`src/rtl/pop_pkg.sv`:
```
// Shared types and default constants for the POP Ramsey-cycle sequencer.
package pop_pkg;

  typedef enum logic [2:0] {
    S_IDLE  = 3'd0,
    S_PUMP  = 3'd1,
    S_GAP1  = 3'd2,
    S_MW    = 3'd3,
    S_PREC  = 3'd4,
    S_GAP2  = 3'd5,
    S_PROBE = 3'd6,
    S_POST  = 3'd7
  } state_t;

  localparam int N_MW_MAX = 15;

  localparam int DEF_WIDTH        = 16;
  localparam int DEF_N_MW         = 2;
  localparam int DEF_PUMP_LEN     = 1000;
  localparam int DEF_GAP_LEN      = 125;
  localparam int DEF_PIO2         = 1000;
  localparam int DEF_PIO2_STEP    = 25;
  localparam int DEF_PIO2_MIN     = 25;
  localparam int DEF_PIO2_MAX     = 5000;
  localparam int DEF_FP           = 7500;
  localparam int DEF_FP_STEP      = 200;
  localparam int DEF_FP_MIN       = 200;
  localparam int DEF_FP_MAX       = 30000;
  localparam int DEF_PROBE_LEN    = 375;
  localparam int DEF_SAMPLE_DELAY = 0;
  localparam int DEF_SAMPLE_LEN   = 125;
  localparam int DEF_POST_LEN     = 500;
  localparam int DEF_CNT_WIDTH    = 16;

endpackage

```
`src/rtl/pop_adjust_reg.sv`:
```
// Button-driven length register: rising-edge detect on plus/minus and a
// saturating step up/down clamped to [MIN, MAX].
module pop_adjust_reg #(
  parameter int WIDTH = 16,
  parameter int DEF   = 1000,
  parameter int STEP  = 25,
  parameter int MIN   = 25,
  parameter int MAX   = 5000
) (
  input  logic             i_clk,
  input  logic             i_rst_n,
  input  logic             i_plus,
  input  logic             i_minus,
  output logic [WIDTH-1:0] o_val
);

  localparam logic [WIDTH:0]   STEP_W = (WIDTH+1)'(STEP);
  localparam logic [WIDTH:0]   MIN_W  = (WIDTH+1)'(MIN);
  localparam logic [WIDTH:0]   MAX_W  = (WIDTH+1)'(MAX);
  localparam logic [WIDTH-1:0] DEF_V  = WIDTH'(DEF);

  logic             r_plus_q;
  logic             r_minus_q;
  logic [WIDTH-1:0] r_val;
  logic [WIDTH-1:0] w_val_nxt;
  logic [WIDTH:0]   w_up;
  logic             w_rise_p;
  logic             w_rise_m;

  assign w_rise_p = i_plus & ~r_plus_q;
  assign w_rise_m = i_minus & ~r_minus_q;

  // One extra bit of headroom so neither direction can wrap before the clamp.
  always_comb begin
    w_up      = {1'b0, r_val} + STEP_W;
    w_val_nxt = r_val;
    if (w_rise_p && !w_rise_m) begin
      if (w_up > MAX_W) w_val_nxt = MAX_W[WIDTH-1:0];
      else              w_val_nxt = w_up[WIDTH-1:0];
    end else if (w_rise_m && !w_rise_p) begin
      if ({1'b0, r_val} < (MIN_W + STEP_W)) w_val_nxt = MIN_W[WIDTH-1:0];
      else                                  w_val_nxt = r_val - STEP_W[WIDTH-1:0];
    end else begin
      w_val_nxt = r_val;
    end
  end

  always_ff @(posedge i_clk or negedge i_rst_n) begin
    if (!i_rst_n) begin
      r_plus_q  <= 1'b0;
      r_minus_q <= 1'b0;
      r_val     <= DEF_V;
    end else begin
      r_plus_q  <= i_plus;
      r_minus_q <= i_minus;
      r_val     <= w_val_nxt;
    end
  end

  assign o_val = r_val;

endmodule

```
`src/rtl/pop_sequencer.sv`:
```
// Ramsey-cycle gate generator: Moore FSM plus segment counter producing pump,
// MW, probe and sample gates, with per-cycle latched pi/2 and precession lengths.
module pop_sequencer
  import pop_pkg::*;
#(
  parameter int WIDTH        = DEF_WIDTH,
  parameter int N_MW         = DEF_N_MW,
  parameter int PUMP_LEN     = DEF_PUMP_LEN,
  parameter int GAP_LEN      = DEF_GAP_LEN,
  parameter int PIO2_DEF     = DEF_PIO2,
  parameter int PIO2_STEP    = DEF_PIO2_STEP,
  parameter int PIO2_MIN     = DEF_PIO2_MIN,
  parameter int PIO2_MAX     = DEF_PIO2_MAX,
  parameter int FP_DEF       = DEF_FP,
  parameter int FP_STEP      = DEF_FP_STEP,
  parameter int FP_MIN       = DEF_FP_MIN,
  parameter int FP_MAX       = DEF_FP_MAX,
  parameter int PROBE_LEN    = DEF_PROBE_LEN,
  parameter int SAMPLE_DELAY = DEF_SAMPLE_DELAY,
  parameter int SAMPLE_LEN   = DEF_SAMPLE_LEN,
  parameter int POST_LEN     = DEF_POST_LEN,
  parameter int CNT_WIDTH    = DEF_CNT_WIDTH
) (
  input  logic                 clk_2M5,
  input  logic                 load_defaults_n,
  input  logic                 run,
  input  logic                 single_shot,
  input  logic                 pio2_plus,
  input  logic                 pio2_minus,
  input  logic                 fp_plus,
  input  logic                 fp_minus,
  output logic                 pump,
  output logic                 MW,
  output logic                 probe,
  output logic                 sample,
  output logic                 busy,
  output logic                 cycle_done,
  output logic [CNT_WIDTH-1:0] cycle_count,
  output logic [WIDTH-1:0]     pio2_len,
  output logic [WIDTH-1:0]     fp_len
);

  localparam int               K_W      = $clog2(N_MW_MAX + 1);
  localparam logic [K_W-1:0]   K_ZERO   = {K_W{1'b0}};
  localparam logic [K_W-1:0]   K_LAST   = K_W'(N_MW - 1);
  localparam logic [WIDTH-1:0] W_ZERO   = {WIDTH{1'b0}};
  localparam logic [WIDTH-1:0] W_ONE    = WIDTH'(1);
  localparam logic [WIDTH-1:0] PUMP_L1  = WIDTH'(PUMP_LEN - 1);
  localparam logic [WIDTH-1:0] GAP_L1   = WIDTH'(GAP_LEN - 1);
  localparam logic [WIDTH-1:0] PROBE_L1 = WIDTH'(PROBE_LEN - 1);
  localparam logic [WIDTH-1:0] POST_L1  = WIDTH'(POST_LEN - 1);

  state_t               r_state, w_state_nxt;
  logic [WIDTH-1:0]     r_seg, w_seg_nxt;
  logic [K_W-1:0]       r_k, w_k_nxt;
  logic [WIDTH-1:0]     r_pio2_sh, r_fp_sh;
  logic                 r_ss, r_hold;
  logic [CNT_WIDTH-1:0] r_count;
  logic                 r_pump, r_mw, r_probe, r_sample, r_busy, r_done;
  logic                 w_pump, w_mw, w_probe, w_sample, w_busy, w_done;
  logic                 w_last, w_enter_pump, w_post_exit;
  logic [WIDTH-1:0]     w_probe_off;

  pop_adjust_reg #(.WIDTH(WIDTH), .DEF(PIO2_DEF), .STEP(PIO2_STEP), .MIN(PIO2_MIN), .MAX(PIO2_MAX))
    u_pio2 (.i_clk(clk_2M5), .i_rst_n(load_defaults_n), .i_plus(pio2_plus), .i_minus(pio2_minus), .o_val(pio2_len));

  pop_adjust_reg #(.WIDTH(WIDTH), .DEF(FP_DEF), .STEP(FP_STEP), .MIN(FP_MIN), .MAX(FP_MAX))
    u_fp (.i_clk(clk_2M5), .i_rst_n(load_defaults_n), .i_plus(fp_plus), .i_minus(fp_minus), .o_val(fp_len));

  assign w_last       = (r_seg == W_ZERO);
  assign w_enter_pump = (w_state_nxt == S_PUMP) && (r_state != S_PUMP);
  assign w_post_exit  = (r_state == S_POST) && w_last;

  always_ff @(posedge clk_2M5 or negedge load_defaults_n) begin
    if (!load_defaults_n) begin
      r_state <= S_IDLE;
      r_seg   <= W_ZERO;
      r_k     <= K_ZERO;
    end else begin
      r_state <= w_state_nxt;
      r_seg   <= w_seg_nxt;
      r_k     <= w_k_nxt;
    end
  end

  // Each segment loads its length minus one on entry and leaves when it hits zero.
  always_comb begin
    w_state_nxt = r_state;
    w_seg_nxt   = r_seg - W_ONE;
    w_k_nxt     = r_k;
    case (r_state)
      S_IDLE: begin
        w_seg_nxt = W_ZERO;
        if (run && !r_hold) begin
          w_state_nxt = S_PUMP;
          w_seg_nxt   = PUMP_L1;
        end else begin
          w_state_nxt = S_IDLE;
        end
      end
      S_PUMP: begin
        if (w_last) begin w_state_nxt = S_GAP1; w_seg_nxt = GAP_L1; end
        else        begin w_state_nxt = S_PUMP; end
      end
      S_GAP1: begin
        if (w_last) begin w_state_nxt = S_MW; w_seg_nxt = r_pio2_sh - W_ONE; w_k_nxt = K_ZERO; end
        else        begin w_state_nxt = S_GAP1; end
      end
      S_MW: begin
        if (w_last && (r_k != K_LAST)) begin
          w_state_nxt = S_PREC;
          w_seg_nxt   = r_fp_sh - W_ONE;
          w_k_nxt     = r_k + K_W'(1);
        end else if (w_last) begin
          w_state_nxt = S_GAP2;
          w_seg_nxt   = GAP_L1;
        end else begin
          w_state_nxt = S_MW;
        end
      end
      S_PREC: begin
        if (w_last) begin w_state_nxt = S_MW; w_seg_nxt = r_pio2_sh - W_ONE; end
        else        begin w_state_nxt = S_PREC; end
      end
      S_GAP2: begin
        if (w_last) begin w_state_nxt = S_PROBE; w_seg_nxt = PROBE_L1; end
        else        begin w_state_nxt = S_GAP2; end
      end
      S_PROBE: begin
        if (w_last) begin w_state_nxt = S_POST; w_seg_nxt = POST_L1; end
        else        begin w_state_nxt = S_PROBE; end
      end
      S_POST: begin
        if (w_last && run && !r_ss) begin
          w_state_nxt = S_PUMP;
          w_seg_nxt   = PUMP_L1;
        end else if (w_last) begin
          w_state_nxt = S_IDLE;
          w_seg_nxt   = W_ZERO;
        end else begin
          w_state_nxt = S_POST;
        end
      end
      default: begin
        w_state_nxt = S_IDLE;
        w_seg_nxt   = W_ZERO;
        w_k_nxt     = K_ZERO;
      end
    endcase
  end

  // Gates are decoded from the next state so the registered copies line up with r_state.
  always_comb begin
    w_probe_off = PROBE_L1 - w_seg_nxt;
    w_pump      = (w_state_nxt == S_PUMP);
    w_mw        = (w_state_nxt == S_MW);
    w_probe     = (w_state_nxt == S_PROBE);
    w_sample    = w_probe && (int'(w_probe_off) >= SAMPLE_DELAY)
                          && (int'(w_probe_off) < (SAMPLE_DELAY + SAMPLE_LEN));
    w_busy      = (w_state_nxt != S_IDLE);
    w_done      = (w_state_nxt == S_POST) && (w_seg_nxt == W_ZERO);
  end

  always_ff @(posedge clk_2M5 or negedge load_defaults_n) begin
    if (!load_defaults_n) begin
      r_pump   <= 1'b0;
      r_mw     <= 1'b0;
      r_probe  <= 1'b0;
      r_sample <= 1'b0;
      r_busy   <= 1'b0;
      r_done   <= 1'b0;
    end else begin
      r_pump   <= w_pump;
      r_mw     <= w_mw;
      r_probe  <= w_probe;
      r_sample <= w_sample;
      r_busy   <= w_busy;
      r_done   <= w_done;
    end
  end

  // A finished single shot blocks restart until run is released.
  always_ff @(posedge clk_2M5 or negedge load_defaults_n) begin
    if (!load_defaults_n) begin
      r_pio2_sh <= WIDTH'(PIO2_DEF);
      r_fp_sh   <= WIDTH'(FP_DEF);
      r_ss      <= 1'b0;
      r_hold    <= 1'b0;
      r_count   <= {CNT_WIDTH{1'b0}};
    end else begin
      if (w_enter_pump) begin
        r_pio2_sh <= pio2_len;
        r_fp_sh   <= fp_len;
        r_ss      <= single_shot;
      end else begin
        r_pio2_sh <= r_pio2_sh;
        r_fp_sh   <= r_fp_sh;
        r_ss      <= r_ss;
      end
      if (w_post_exit) r_count <= r_count + CNT_WIDTH'(1);
      else             r_count <= r_count;
      if (w_post_exit && r_ss) r_hold <= 1'b1;
      else if (!run)           r_hold <= 1'b0;
      else                     r_hold <= r_hold;
    end
  end

  assign pump        = r_pump;
  assign MW          = r_mw;
  assign probe       = r_probe;
  assign sample      = r_sample;
  assign busy        = r_busy;
  assign cycle_done  = r_done;
  assign cycle_count = r_count;

endmodule

```
`config.mk`:
```
export PLATFORM = sky130hd
export DESIGN_NAME = pop_sequencer
export DESIGN_NICKNAME = d
export VERILOG_FILES = /design/src/rtl/pop_pkg.sv /design/src/rtl/pop_adjust_reg.sv /design/src/rtl/pop_sequencer.sv
export SDC_FILE = /design/constraint.sdc
export NUM_CORES = 1
export LEC_CHECK = 0
export ABC_AREA = 1
export ABC_CLOCK_PERIOD_IN_PS = 3150
export BUFFER_PORTS_ARGS = -buffer_cell sky130_fd_sc_hd__buf_2
export CELL_PAD_IN_SITES_DETAIL_PLACEMENT = 1
export CELL_PAD_IN_SITES_GLOBAL_PLACEMENT = 1
export CORE_ASPECT_RATIO = 0.7
export CORE_MARGIN = 3
export CORE_UTILIZATION = 40
export CTS_BUF_LIST = sky130_fd_sc_hd__clkbuf_8
export CTS_CLUSTER_DIAMETER = 200
export DETAILED_ROUTE_END_ITERATION = 8
export PLACE_DENSITY = 0.79
export SYNTH_ARGS = -nofsm -noshare
export SYNTH_HDL_FRONTEND = slang
export SYNTH_SLANG_ARGS = --single-unit
```
`constraint.sdc`:
```
create_clock -name clk_2M5 -period 3.15 [get_ports clk_2M5]
set_clock_uncertainty 0.2 [all_clocks]
set_input_delay 0 -clock clk_2M5 [delete_from_list [all_inputs] [get_ports clk_2M5]]
set_output_delay 0 -clock clk_2M5 [all_outputs]
set_load 0.02 [all_outputs]
```
==> impl_metrics.toml <==
[outcome]
outcome = "finished, final reports clean"

[global_route]
grt_pass1_wl_um = 39700
grt_pass1_vias = 7596
overflow = 0
number_of_antenna_violations_at_the_first_check_in_global_routing = 0
grt.total_usage_pct = 23.5
grt_start_max_net_pins = 71

[flow_run]
cap_violations = 0

[sta]
period_share_pct = 97.1
timing.final.crit_period_ns = 3.06
slew_viol_final = 0
timing_hold_violations_final = 0
hold_slack_ns = 0.0362
setup_violations = 0
maxSlewHeadroom_pct = 56.4
worst_pin_slew_ns = 0.649
clock.fmax_mhz = 327

[hold_path]
hold-path-cell-count = 2
min_to = "u_pio2.r_plus_q"
worst_hold_startpoint = "pio2_plus"
hold_path_class = "primary input to flip-flop"

[worst_setup_path]
highest_cell_delay_on_the_worst_timing_path_ns = 0.58
path_buf_inv = 2
timing.critical_path.required_ns = 3.29
crit_slowest_cell = "dfstp_2"
reg2reg_depth = 14
worstSetupStartpointType = "flip-flop"
crit_path_end_kind = "flip-flop"
reg2reg_to = "u_fp.o_val[11]"
r2r_slack_ns = 0.09
setup.worst_path.class = "flip-flop to flip-flop"
path_delay_family = "simple AND/OR/NAND/NOR gates"
critPathMostFrequentCell = "nand2_1"
crit-reg2reg-launch = "u_fp.o_val[3]"
cp-startpoint = "u_fp.o_val[3]"
path_cells = "ha_1, nand2_1, nand2_1, inv_1, nor3_2, nand2_1, nor4_1, nand3_1, o21ai_0, o21ai_2, nor2_2, buf_4, nand2_1, a22oi_1"
critPathMaxFanout = 6
cp.arrival_ns = 3.20

[floorplan]
placement_rows = 41
fp.dieArea_sq_um = 21100
die_h_um = 122
initial_core_util_pct = 41.8
die_w_um = 172
design.core.area_sq_um = 18500
top_level_ports = 62

[final_layout]
antenna_cells_inserted = 0
design_area_sq_um = 8810
area_growth_pct = 13.7
drive_above_1_share_pct = 18.4
final_net_count = 1186

[synth]
synth_cell_types = 51
post_synth_mux_area_share_pct = 0
synthFlopType = "dfrtp_1"
synth_simple_gate_area_share_pct = 34.4
syn_area_per_cell_sq_um = 7.16
dominant_combinational_cell_family_by_area_after_synthesis = "simple AND/OR/NAND/NOR gates"
netlist_top_cells_area = "dfrtp_1 (27%), nand2_1 (12%), dfstp_2 (8.8%)"
synth_compound_gate_area_share_pct = 12.0
ys_ff_latch = 111
post-synth-top-area-fraction_pct = 27.4
syn-cell-area_sq_um = 7750
edff_count_synth = 0
ys_warnings = 0
largest_area_contributor_in_the_netlist = "dfrtp_1"
synth-xor-area-share_pct = 6.44
top_count_cell_post_synth = "nand2_1"
ys_async_sr_fraction_pct = 100
yosysSeqAreaShare_pct = 36.3
synthesis.instances = 1083
netlist_top_cells_count = "nand2_1 (253), inv_1 (135), nor2_1 (123), dfrtp_1 (85), nand3_1 (80)"
synth_fa_ha_area_share_pct = 2.26

[placement]
buffer_ports.inserted = 59
placement.cell_area_sq_um = 8410
dpl.hpwl_um = 18800
place_congestion = 0.893

[detailed_routing]
first_pass_iters = 5
postRouteWirelength_um = 24100
violation_count_after_the_first_detailed_route_iteration = 451
route.detailed.wl_per_inst_um = 16.9
detail-route-antenna-nets = 0
drt_drc_violations_left = 0
route.detailed.vias_per_inst = 5.25
route.vias.total = 7498

[clock_network]
clock_insertion_delay_worst_skew_ns = 0.40
clock_tree_from_tritoncts = "done"
clkSinkCount = 111
cts_max_level = 3
cts-buffers-inserted = 9
clock_pin_slew_reported_for_the_worst_setup_and_hold_paths_after_clock_tree_synthesis_ns = 0.13
clk_path_buf_depth = 2
clockRootBuffer = "clkbuf_8"

[pwr]
power_per_cell_area_nw_per_um2 = 942
irDropWorstVdd_v = 0.000425
power.static_leakage_nw = 4.41
## area by class of cell
type	instances	area, sq um
well taps	258	323
flip-flops and latches	111	2810
clock buffers	9	124
clock inverters	7	71.3
multi-input cells	804	4350
repair buffers	86	558
fillers	2408	9710
inverters	152	574
## registers in the layout (all words and copies together) (netlist names), 3 cells and up
signal,flops
r_k,4
r_fp_sh,14
r_pio2_sh,16
u_fp.o_val,14
r_state,3
r_seg,16
u_pio2.o_val,16
cycle_count,16
## cells in the final DEF (no fill, tap or decap), drive strengths merged, types with 7 or more instances in the layout
cell | Yosys | final
nand2 | 277 | 278
inv | 149 | 154
nor2 | 140 | 140
nand3 | 89 | 89
o21ai | 88 | 88
dfrtp | 85 | 85
buf | 5 | 78
xor2 | 46 | 46
a21oi | 37 | 37
dfstp | 26 | 26
nor3 | 20 | 20
nand4 | 19 | 19
a22oi | 17 | 17
ha | 14 | 14
xnor2 | 11 | 11
clkbuf | 13 | 9
dlygate4sd3 | 0 | 8
nor4 | 8 | 8
nand3b | 7 | 7
## metal layers
layer  track usage [%]  up-vias  wire [um]
met2              34.8      173      10200
li1                  -     3664          -
met1              36.0     3643      12400
met5                 0        -          0
met4              4.14        0        211
met3              4.31       18       1330
## cells by family (layout without fill, tap and decap cells)
kind of cell	count (synthesis)	count (layout)
fa+ha+maj	14	14
buf+inv	170	254
flops	111	111
compound gates	163	163
simple gates	567	568
xor+xnor	57	57
other cells	1	2
## worst max path at each step
stage / endpoint / slack, ns / depth (start not counted)
6_report: u_fp.o_val[11] / 0.09 / 14
5_1_grt: u_fp.o_val[11] / -0.04 / 14
4_1_cts: u_fp.o_val[7] / 0.008 / 13
3_5_place_dp: u_fp.o_val[7] / 0.06 / 13
3_3_place_gp: u_fp.o_val[7] / 0.17 / 13
2_1_floorplan: u_fp.o_val[4] / 0.62 / 14
## through the flow
stage	setup slack (ns)	util [%]	power [W]	std cells	setup TNS, ns
2_1_floorplan	0.620	-	0.00587	1084	0
3_3_place_gp	0.168	45.4	0.00713	1395	0
3_5_place_dp	0.0624	45.4	0.00727	1395	0
4_1_cts	0.00830	47.0	0.00822	1420	0
5_1_grt	-0.0354	47.6	0.00908	1427	-0.0959
6_report	0.0909	47.6	0.00830	1427	0
## where the power goes
group / leakage (nW) / switching, W / internal [W] / total [W]
Sequential: 1.37 / 0.000579 / 0.00199 / 0.00257
Clock: 0.0999 / 0.000579 / 0.000314 / 0.000893
Combinational: 2.94 / 0.00329 / 0.00154 / 0.00483
## what timing repair did
action	4_1_cts	5_1_grt
gates resized for setup	0	18
hold endpoints to repair	102	0
endpoints found under the setup margin	0	13
hold buffers	9	0
buffers inserted	0	6
(Power assumes the default switching activity.)
